## src/rtl/pixel_readout_collector_pkg.sv

```systemverilog
// Shared types and default sizing for the pixel row readout collector.
package pixel_readout_collector_pkg;
  typedef enum logic [1:0] {IDLE, ARM, SCAN, DRAIN} state_t;

  localparam int N_COL_DEF  = 4;
  localparam int DATA_W_DEF = 8;
endpackage

```

## src/rtl/pixel_readout_collector_buffer.sv

```systemverilog
// Row sample buffer: one registered write port, one combinational read port.
module readout_buffer #(
  parameter int N  = 4,
  parameter int W  = 8,
  parameter int AW = 2
) (
  input  logic          clk,
  input  logic          we,
  input  logic [AW-1:0] waddr,
  input  logic [W-1:0]  wdata,
  input  logic [AW-1:0] raddr,
  output logic [W-1:0]  rdata
);
  logic [N-1:0][W-1:0] mem;

  // Contents survive reset; an abandoned row is simply overwritten next scan.
  always_ff @(posedge clk)
    if (we) mem[waddr] <= wdata;

  assign rdata = mem[raddr];
endmodule

```

## src/rtl/pixel_readout_collector.sv

```systemverilog
// Row readout sequencer: arms the column token, captures one sample per
// column while checking the token, then drains the row over valid/ready.
module pixel_readout_collector
  import pixel_readout_collector_pkg::*;
#(
  parameter int N_COL  = N_COL_DEF,
  parameter int DATA_W = DATA_W_DEF
) (
  input  logic                                 clk,
  input  logic                                 reset,
  input  logic                                 start,
  output logic                                 read,
  input  logic [N_COL-1:0]                     sel_in,
  input  logic [DATA_W-1:0]                    pix_data,
  output logic [DATA_W-1:0]                    out_data,
  output logic [(N_COL>1?$clog2(N_COL):1)-1:0] out_col,
  output logic                                 out_valid,
  input  logic                                 out_ready,
  output logic                                 busy,
  output logic                                 err
);
  localparam int              PW   = (N_COL > 1) ? $clog2(N_COL) : 1;
  localparam logic [PW-1:0]   LAST = PW'(N_COL - 1);
  localparam logic [N_COL-1:0] TOK0 = {1'b1, {(N_COL-1){1'b0}}};

  state_t             state, state_nx;
  logic [PW-1:0]      ptr, ptr_nx;
  logic               err_nx;
  logic [N_COL-1:0]   tok_exp;
  logic [DATA_W-1:0]  rdata;

  // The token walks from MSB to LSB in lockstep with the scan index.
  assign tok_exp = TOK0 >> ptr;

  always_ff @(posedge clk or negedge reset)
    if (!reset) begin
      state <= IDLE;
      ptr   <= '0;
      err   <= 1'b0;
    end else begin
      state <= state_nx;
      ptr   <= ptr_nx;
      err   <= err_nx;
    end

  always_comb begin
    state_nx = state;
    ptr_nx   = ptr;
    err_nx   = err;
    case (state)
      IDLE:
        if (start) begin
          state_nx = ARM;
          err_nx   = 1'b0;
        end
      ARM: begin
        state_nx = SCAN;
        ptr_nx   = '0;
      end
      SCAN: begin
        if (sel_in != tok_exp) err_nx = 1'b1;
        if (ptr == LAST) begin
          state_nx = DRAIN;
          ptr_nx   = '0;
        end else begin
          ptr_nx = ptr + 1'b1;
        end
      end
      DRAIN:
        if (out_ready) begin
          if (ptr == LAST) begin
            state_nx = IDLE;
            ptr_nx   = '0;
          end else begin
            ptr_nx = ptr + 1'b1;
          end
        end
      default: state_nx = IDLE;
    endcase
  end

  readout_buffer #(.N(N_COL), .W(DATA_W), .AW(PW)) u_buf (
    .clk   (clk),
    .we    (state == SCAN),
    .waddr (ptr),
    .wdata (pix_data),
    .raddr (ptr),
    .rdata (rdata)
  );

  assign read      = (state == ARM);
  assign busy      = (state != IDLE);
  assign out_valid = (state == DRAIN);
  assign out_data  = out_valid ? rdata : '0;
  assign out_col   = out_valid ? ptr : '0;
endmodule

```

## config.mk

```make
export PLATFORM = sky130hd
export DESIGN_NAME = pixel_readout_collector
export DESIGN_NICKNAME = d
export VERILOG_FILES = /design/src/rtl/pixel_readout_collector_pkg.sv /design/src/rtl/pixel_readout_collector_buffer.sv /design/src/rtl/pixel_readout_collector.sv
export SDC_FILE = /design/constraint.sdc
export NUM_CORES = 1
export LEC_CHECK = 0
export CAP_MARGIN = 20
export CORE_MARGIN = 4
export CORE_UTILIZATION = 51
export DETAILED_ROUTE_END_ITERATION = 10
export GPL_TIMING_DRIVEN = 0
export PLACE_DENSITY = 0.86
export RECOVER_POWER = 50
export SETUP_SLACK_MARGIN = 0.05
export SLEW_MARGIN = 25
export SYNTH_ARGS = -nofsm -noshare
export SYNTH_HDL_FRONTEND = slang
export SYNTH_SLANG_ARGS = --single-unit
```

## constraint.sdc

```tcl
create_clock -name clk -period 2.2 [get_ports clk]
set_clock_uncertainty 0.2 [all_clocks]
set_input_delay 0.33 -clock clk [delete_from_list [all_inputs] [get_ports clk]]
set_output_delay 0.33 -clock clk [all_outputs]
set_load 0.03 [all_outputs]
```

==> parameters.txt, run 1 <==
Parameter                              Value

Run status
  Status ... complete, but fails checks
  Violated checks ... setup timing

Synthesis
  Unique cell type count in the Yosys netlist ... 27
  Warning count from the yosys run ... 0
  Flop and latch count out of synthesis ... 37
  Post-synth top area share ... 0.577
  Post-Syn Instances ... between 100 and 150
  Sequential element share of the synthesized area ... 0.652
  Synth Cell Area ... 0.00167 mm²
  Syn_nets ... about 130
  Mean instance size in the synthesized netlist ... 16.5 µm²
  Top post-synthesis cells by area ... sky130_fd_sc_hd__edfxtp_1 58%, sky130_fd_sc_hd__mux4_2 9.5%, sky130_fd_sc_hd__dfrtp_1 7.5%
  Post-synthesis cell type with the largest combined area ... sky130_fd_sc_hd__edfxtp_1

Routing
  DR iter-0 viols ... 23
  Pre-antenna DRT Iters ... 4
  Number of nets with antenna violations after detailed routing ... 0
  # DRC ... 0
  Total vias in the final route ... 981
  Via density ... 5.19
  WL per Instance ... 16.9 µm
  Aggregate routed wire length ... between 3000 and 4000 µm

Layout
  Number of nets at the end of the flow ... 168
  Number of fill cells ... 200
  Antenna cells ... 0
  Design area ... 0.00217 mm²
  Growth of design area from synthesis to finish ... 30.3%
  Most common cell after layout, fill and taps aside ... sky130_fd_sc_hd__edfxtp_1
  Fraction of layout instances using a drive strength above 1 ... 0.324
  Top library cells by usage in the layout, fill and taps aside ... 32 x sky130_fd_sc_hd__edfxtp_1, 11 x sky130_fd_sc_hd__buf_6, 9 x sky130_fd_sc_hd__dlygate4sd3_1

Critical path
  Number of buffers and inverters on the critical path ... 2
  Critical Path Fanout Max ... 5
  Req. time, crit path ... about 1700 ps
  Number of cells traversed by the worst register-to-register path ... 6
  Kind of cell adding the most delay to the critical path ... multiplexers
  Setup slack of the most critical reg-to-reg path ... 200 ps
  Critical path depth ... 4
  CP dominant cell by count ... sky130_fd_sc_hd__buf_6
  Slowest stage cell on the critical path ... sky130_fd_sc_hd__mux4_2
  Crit path cell chain ... buf_6 -> mux4_2 -> and2_4 -> buf_6
  Startpoint Class ... flip-flop
  CP Capture Type ... output port
  Crit Path Category ... flip-flop to output port
  Arrival time of data at the critical path endpoint ... 1670 ps
  Largest stage delay on the critical path ... 500 ps

STA
  Worst Tran Pin Value ... approximately 430 ps
  Max frequency ... ~450 MHz
  Final critical-path setup slack ... -3.57 ps
  Pins over their slew limit ... 0
  Final hold vios ... 0
  Post-route setup TNS ... -3.57 ps
  Final hold slack ... 91.0 ps
  Relative slew margins ... 0.711
  Clock period minus final worst setup slack ... between 2000 and 2500 ps
  Number of endpoints failing setup at the final stage ... 1
  RSZ-0062 raised after global routing ... yes
  Crit share post-route ... 1.00

Die
  Core Box Area ... 0.00308 mm²
  Row count ... 20
  Total die area ... 0.00425 mm²
  Starting Density ... 0.541
  Number of primary I/O pins ... 30
  Die width ... 65.2 µm
  Die Y ... 65.2 µm

Power
  Sequential group share of total power ... 0.363
  Design Power ... 2.66 mW
  Power density relative to cell area ... 1220 mW/mm²
  Cell internal power dissipation ... 1.75 mW
  Clock network fraction of design power ... 0.166
  Combinational fraction of design power ... 0.471
  Static Leakage ... 0.829 nW
  IR drop worst, VDD ... 738 µV
  Switching power ... 0.906 mW
  Fraction of power spent switching nets ... 0.341

CTS
  Root buffer cell ... sky130_fd_sc_hd__clkbuf_4
  H-Tree Level Count ... 2
  Clock slew at reported path FFs ... 100 ps
  TritonCTS clock tree ... yes
  Clock latency of the later-clocked register in the worst-skew pair ... 330 ps
  Total number of clock tree sinks ... 37
  Total clock buffers created by CTS ... 5
  Max Buffers Root-to-Sink ... 2
  Number of buffers inserted by hold repair at cts ... 0

GRT
  Maximum number of pins on one net before global-route repair ... 12
  Number of global-route vias before repair ... 1027
  Total grt overflow ... 0
  Overall track demand over capacity in global routing ... 0.170
  Number of antenna violations at the first check in global routing ... 0
  Wire length of the first global-routing pass ... 5220 µm

Placement
  HPWL after detailed placement ... 2160 µm
  Routability cong. ... 0.839
  Post-Place Setup Slack ... -359 ps
  Cell Area, Placed ... 0.00201 mm²
  Count of input and output buffers ... 29

Hold path
  HP Class ... primary input to async pin

Run
  Number of max-capacitance violations reported ... 0
through the flow:
stage / instances / util
finish: 189 / 0.706
global placement: 174 / 0.654
floorplan: 101 / -
global route: 189 / 0.706
detailed placement: 174 / 0.654
CTS: 188 / 0.704
final cells by class:
class	count	area, µm²	area share
Clock inverter	2	33.8	0.0156
Timing Repair Buffer	36	344	0.158
Inverter	6	22.5	0.0104
Tap cell	44	55.1	0.0253
Sequential cell	37	1090	0.501
Clock buffer	6	41.3	0.0190
Multi-Input combinational cell	54	552	0.254
Buffer	4	36.3	0.0167
final timing paths:
path                                          from                       to
worst max-delay path            ptr[0]$_DFFE_PN0P_              out_data[2]
worst min-delay path                         reset          err$_DFFE_PN0P_
worst max register to register  ptr[0]$_DFFE_PN0P_  u_buf.mem[23]$_DFFE_PP_
worst min register to register     err$_DFFE_PN0P_          err$_DFFE_PN0P_
max in group asynchronous                    reset       ptr[0]$_DFFE_PN0P_
min in group clk                   err$_DFFE_PN0P_          err$_DFFE_PN0P_
cells by family (layout without fill, tap and decap cells):
family / Yosys count / in the layout / synth area share
AOI/OAI and AO/OA: 8 / 8 / 0.0308
xor gates and xnor gates: 4 / 4 / 0.0210
adders and majority gates: 8 / 8 / 0.0601
buffers and inverters: 10 / 54 / 0.0285
DFF: 37 / 37 / 0.652
muxes: 11 / 11 / 0.132
and+or+nand+nor: 23 / 23 / 0.0758
registers in the layout, indices dropped and copies added (netlist names):
signal and flops:
state 2, err 1, ptr 2, u_buf.mem 32
cell usage after synthesis:
library cell	count
sky130_fd_sc_hd__a211oi_1	1
sky130_fd_sc_hd__a21oi_1	1
sky130_fd_sc_hd__a32o_1	1
sky130_fd_sc_hd__and2_1	12
sky130_fd_sc_hd__buf_2	1
sky130_fd_sc_hd__buf_6	1
sky130_fd_sc_hd__clkbuf_1	1
sky130_fd_sc_hd__clkbuf_2	1
sky130_fd_sc_hd__dfrtp_1	5
sky130_fd_sc_hd__edfxtp_1	32
sky130_fd_sc_hd__ha_1	8
sky130_fd_sc_hd__inv_1	6
sky130_fd_sc_hd__mux2_2	1
sky130_fd_sc_hd__mux2_4	1
sky130_fd_sc_hd__mux2i_1	1
sky130_fd_sc_hd__mux4_1	1
sky130_fd_sc_hd__mux4_2	7
sky130_fd_sc_hd__nand2_1	4
sky130_fd_sc_hd__nand2b_1	1
sky130_fd_sc_hd__nand3_1	1
sky130_fd_sc_hd__nor2_1	2
sky130_fd_sc_hd__nor2b_1	1
sky130_fd_sc_hd__nor3_1	1
sky130_fd_sc_hd__nor4_1	1
sky130_fd_sc_hd__o21ai_0	4
sky130_fd_sc_hd__o221ai_1	1
sky130_fd_sc_hd__xor2_1	4
metal layers:
metal,share of wire,vias to the layer above,wire length (µm),track usage
met5,0,-,0,0
met4,0.018,0,57,0.0466
li1,-,461,-,-
met3,0.041,9,132,0.0547
met1,0.40,483,1290,0.211
met2,0.54,28,1710,0.287
power groups by stage:
stage / sequential, mW / combinational, mW / clock [mW]
after detailed placement: 0.986 / 1.11 / 0
after global routing: 0.978 / 1.36 / 0.481
after global placement: 0.973 / 1.07 / 0
after floorplan: 0.982 / 0.737 / 0
after CTS: 0.965 / 1.27 / 0.445
final: 0.965 / 1.25 / 0.440
repair_timing:
action / CTS / global route
pin swaps: 8 / 0
gates resized for setup: 87 / 9
gates cloned: 1 / 0
buffers inserted: 5 / 1
endpoints found under the setup margin: 13 / 19
Note: power is estimated with default switching activity, not from simulation.
==> run 2, diff against run 1 <==
HOLD_SLACK_MARGIN = 0.03   (was not set)
SETUP_SLACK_MARGIN = not set   (was 0.05)
==> parameters.txt, run 2 (same netlist as run 1, synthesis figures left out) <==
Parameter                              Value

Die
  Core Box Area ... 0.00308 mm² (unchanged)
  Row count ... 20 (unchanged)
  Total die area ... 0.00425 mm² (unchanged)
  Die Y ... 65.2 µm (unchanged)
  Die width ... 65.2 µm (unchanged)
  Starting Density ... 0.541 (unchanged)
  Number of primary I/O pins ... 30 (unchanged)

Critical path
  Critical Path Fanout Max ... 5 (unchanged)
  Reg-to-reg startpoint ... ptr[0]$_DFFE_PN0P_
  Req. time, crit path ... 1670 ps (about the same)
  Setup slack of the most critical reg-to-reg path ... 140 ps (-60 ps)
  Arrival time of data at the critical path endpoint ... 1730 ps (+60 ps)
  Crit Path Category ... flip-flop to output port
  Number of cells traversed by the worst register-to-register path ... 9 (+3)
  Capture instance of the worst register-to-register path ... state[1]$_DFFE_PN0P_
  CP Capture Type ... output port
  Startpoint Class ... flip-flop

Placement
  Cell Area, Placed ... 0.00201 mm² (unchanged)
  Count of input and output buffers ... 29 (unchanged)
  HPWL after detailed placement ... 2160 µm (unchanged)
  Placed instance count ... 174 (unchanged)
  Routability cong. ... 0.839 (unchanged)
  Post-Place Setup Slack ... -359 ps (unchanged)

STA
  Post-route setup TNS ... -429 ps (-425 ps)
  RSZ-0062 raised after global routing ... yes
  Clock period minus final worst setup slack ... 2260 ps (+57.7 ps)
  Pins over their slew limit ... 0 (unchanged)
  Max frequency ... 442 MHz (-2.6%)
  Final hold slack ... 323 ps (+233 ps)
  Relative slew margins ... 0.691 (-0.0200)
  Crit share post-route ... 1.03 (+0.0262)
  Final critical-path setup slack ... -61.3 ps (-57.7 ps)
  Final hold vios ... 0 (unchanged)
  Number of endpoints failing setup at the final stage ... 8 (+7)
  Worst Tran Pin Value ... 464 ps (+30.0 ps)

CTS
  TritonCTS clock tree ... yes
  Root buffer cell ... sky130_fd_sc_hd__clkbuf_4
  Total clock buffers created by CTS ... 5 (unchanged)
  Total number of clock tree sinks ... 37 (unchanged)
  Clock slew at reported path FFs ... 100 ps (about the same)
  Clock latency of the later-clocked register in the worst-skew pair ... 330 ps (about the same)
  H-Tree Level Count ... 2 (unchanged)
  Max Buffers Root-to-Sink ... 2 (unchanged)

Power
  Static Leakage ... 0.834 nW (+0.62%)
  Power density relative to cell area ... 1220 mW/mm² (-0.20%)
  Clock network fraction of design power ... 0.168 (+0.002)
  Switching power ... 0.911 mW (+0.61%)
  Fraction of power spent switching nets ... 0.345 (+0.00494)
  IR drop worst, VDD ... 749 µV (+1.5%)
  Design Power ... 2.64 mW (-0.83%)
  Sequential group share of total power ... 0.365 (+0.002)
  Combinational fraction of design power ... 0.467 (-0.004)
  Cell internal power dissipation ... 1.73 mW (-1.6%)

Run status
  Status ... complete, but fails checks
  Violated checks ... setup timing

GRT
  Total grt overflow ... 0 (unchanged)
  Overall track demand over capacity in global routing ... 0.171 (+0.00112)
  Number of global-route vias before repair ... 1048 (+2.0%)
  Number of antenna violations at the first check in global routing ... 0 (unchanged)
  Wire length of the first global-routing pass ... 5230 µm (+0.13%)
  Maximum number of pins on one net before global-route repair ... 12 (unchanged)

Layout
  Largest registers ... u_buf.mem (32), ptr (2), state (2)
  Number of nets at the end of the flow ... 169 (+0.60%)
  Flip-flop count of the largest register after layout ... 32 (unchanged)
  Antenna cells ... 0 (unchanged)
  Multi-input combinational cell area ... 549 µm² (-0.45%)
  Final non-filler cell total ... 190 (+0.53%)
  Most common cell after layout, fill and taps aside ... sky130_fd_sc_hd__edfxtp_1
  Fraction of layout instances using a drive strength above 1 ... 0.308 (-0.0159)
  Number of fill cells ... 203 (+1.5%)
  Final design utilization ... 0.701 (-0.00447)
  Top reg by flops ... u_buf.mem
  Top library cells by usage in the layout, fill and taps aside ... 32 x sky130_fd_sc_hd__edfxtp_1, 10 x sky130_fd_sc_hd__dlygate4sd3_1, 8 x sky130_fd_sc_hd__mux4_2, 8 x sky130_fd_sc_hd__buf_6, 7 x sky130_fd_sc_hd__clkdlybuf4s50_1
  Register area ... 0.00109 mm² (-0.11%)
  Design area ... 0.00216 mm² (-0.63%)
  Growth of design area from synthesis to finish ... 29.5%

Routing
  Aggregate routed wire length ... 3270 µm (+2.6%)
  # DRC ... 0 (unchanged)
  Number of nets with antenna violations after detailed routing ... 0 (unchanged)
  DR iter-0 viols ... 49 (+110%)
  Via density ... 5.20 (+0.18%)
  Total vias in the final route ... 988 (+0.71%)
  Pre-antenna DRT Iters ... 4 (unchanged)
  WL per Instance ... 17.2 µm (+2.1%)

Hold path
  Hold path startpoint ... err$_DFFE_PN0P_
  End point of the worst hold path ... err$_DFFE_PN0P_
  Number of cells on the worst hold path ... 2
  HP Class ... flip-flop to flip-flop

Run
  Number of max-capacitance violations reported ... 0 (unchanged)
run 2: cell count changes in the layout (fill, tap and decap cells not counted), moves of 2 or more:
cell | before | now
sky130_fd_sc_hd__and2_2 | 2 | 0
sky130_fd_sc_hd__dlygate4sd2_1 | 2 | 0
sky130_fd_sc_hd__and2_1 | 2 | 6
sky130_fd_sc_hd__buf_2 | 1 | 5
sky130_fd_sc_hd__buf_6 | 11 | 8
sky130_fd_sc_hd__and2_4 | 8 | 6
sky130_fd_sc_hd__ha_2 | 0 | 2
sky130_fd_sc_hd__ha_1 | 8 | 6
run 2: worst max-delay path by stage:
stage | from | endpoint | slack (ps) | cells after the start
3_3_place_gp | state[1]$_DFFE_PN0P_ | out_col[0] | -310 | 5
2_1_floorplan | state[1]$_DFFE_PN0P_ | out_col[0] | 140 | 4
6_report | ptr[0]$_DFFE_PN0P_ | out_data[5] | -60 | 5
3_5_place_dp | state[1]$_DFFE_PN0P_ | out_col[0] | -360 | 5
4_1_cts | ptr[0]$_DFFE_PN0P_ | out_data[2] | -170 | 4
5_1_grt | ptr[0]$_DFFE_PN0P_ | out_data[5] | -140 | 5
run 2: worst max-delay path, stage by stage (launching register included):
cell,delay [ps]
sky130_fd_sc_hd__dfrtp_1,390
sky130_fd_sc_hd__buf_6,130
sky130_fd_sc_hd__buf_8,120
sky130_fd_sc_hd__mux4_2,490
sky130_fd_sc_hd__and2_4,150
sky130_fd_sc_hd__buf_6,130
run 2: timing repair:
| action | in CTS | in global routing |
|---|---|---|
| gates resized for setup | 71 | 13 |
| hold buffers | 1 | 0 |
| cloned | 1 | 0 |
| pin swaps | 1 | 5 |
| endpoints found under the hold margin | 5 | 0 |
| setup buffers | 6 | 1 |
| endpoints found under the setup margin | 13 | 14 |
run 2: power groups by stage:
| stage | registers (mW) | clock network (mW) | logic, mW |
|---|---|---|---|
| 4_1_cts | 0.959 | 0.445 | 1.26 |
| 2_1_floorplan | 0.982 | 0 | 0.737 |
| 5_1_grt | 0.975 | 0.482 | 1.34 |
| 3_3_place_gp | 0.973 | 0 | 1.07 |
| 3_5_place_dp | 0.986 | 0 | 1.11 |
| 6_report | 0.963 | 0.442 | 1.23 |
run 2: layout make-up:
| cell class | instances | share of cell area |
|---|---|---|
| plain buffers | 4 | 0.0145 |
| clock buffers | 6 | 0.0191 |
| clock inverters | 2 | 0.0157 |
| inverters | 6 | 0.0104 |
| multi-input cells | 54 | 0.254 |
| flip-flops and latches | 37 | 0.503 |
| well taps | 44 | 0.0255 |
| repair buffers | 37 | 0.157 |
run 2: routing by layer:
layer	global-route usage	up-vias	part of all wire
li1	-	464	-
met1	0.206	504	0.40
met2	0.296	15	0.56
met3	0.0547	5	0.031
met4	0.0466	0	0.011
met5	0	-	0
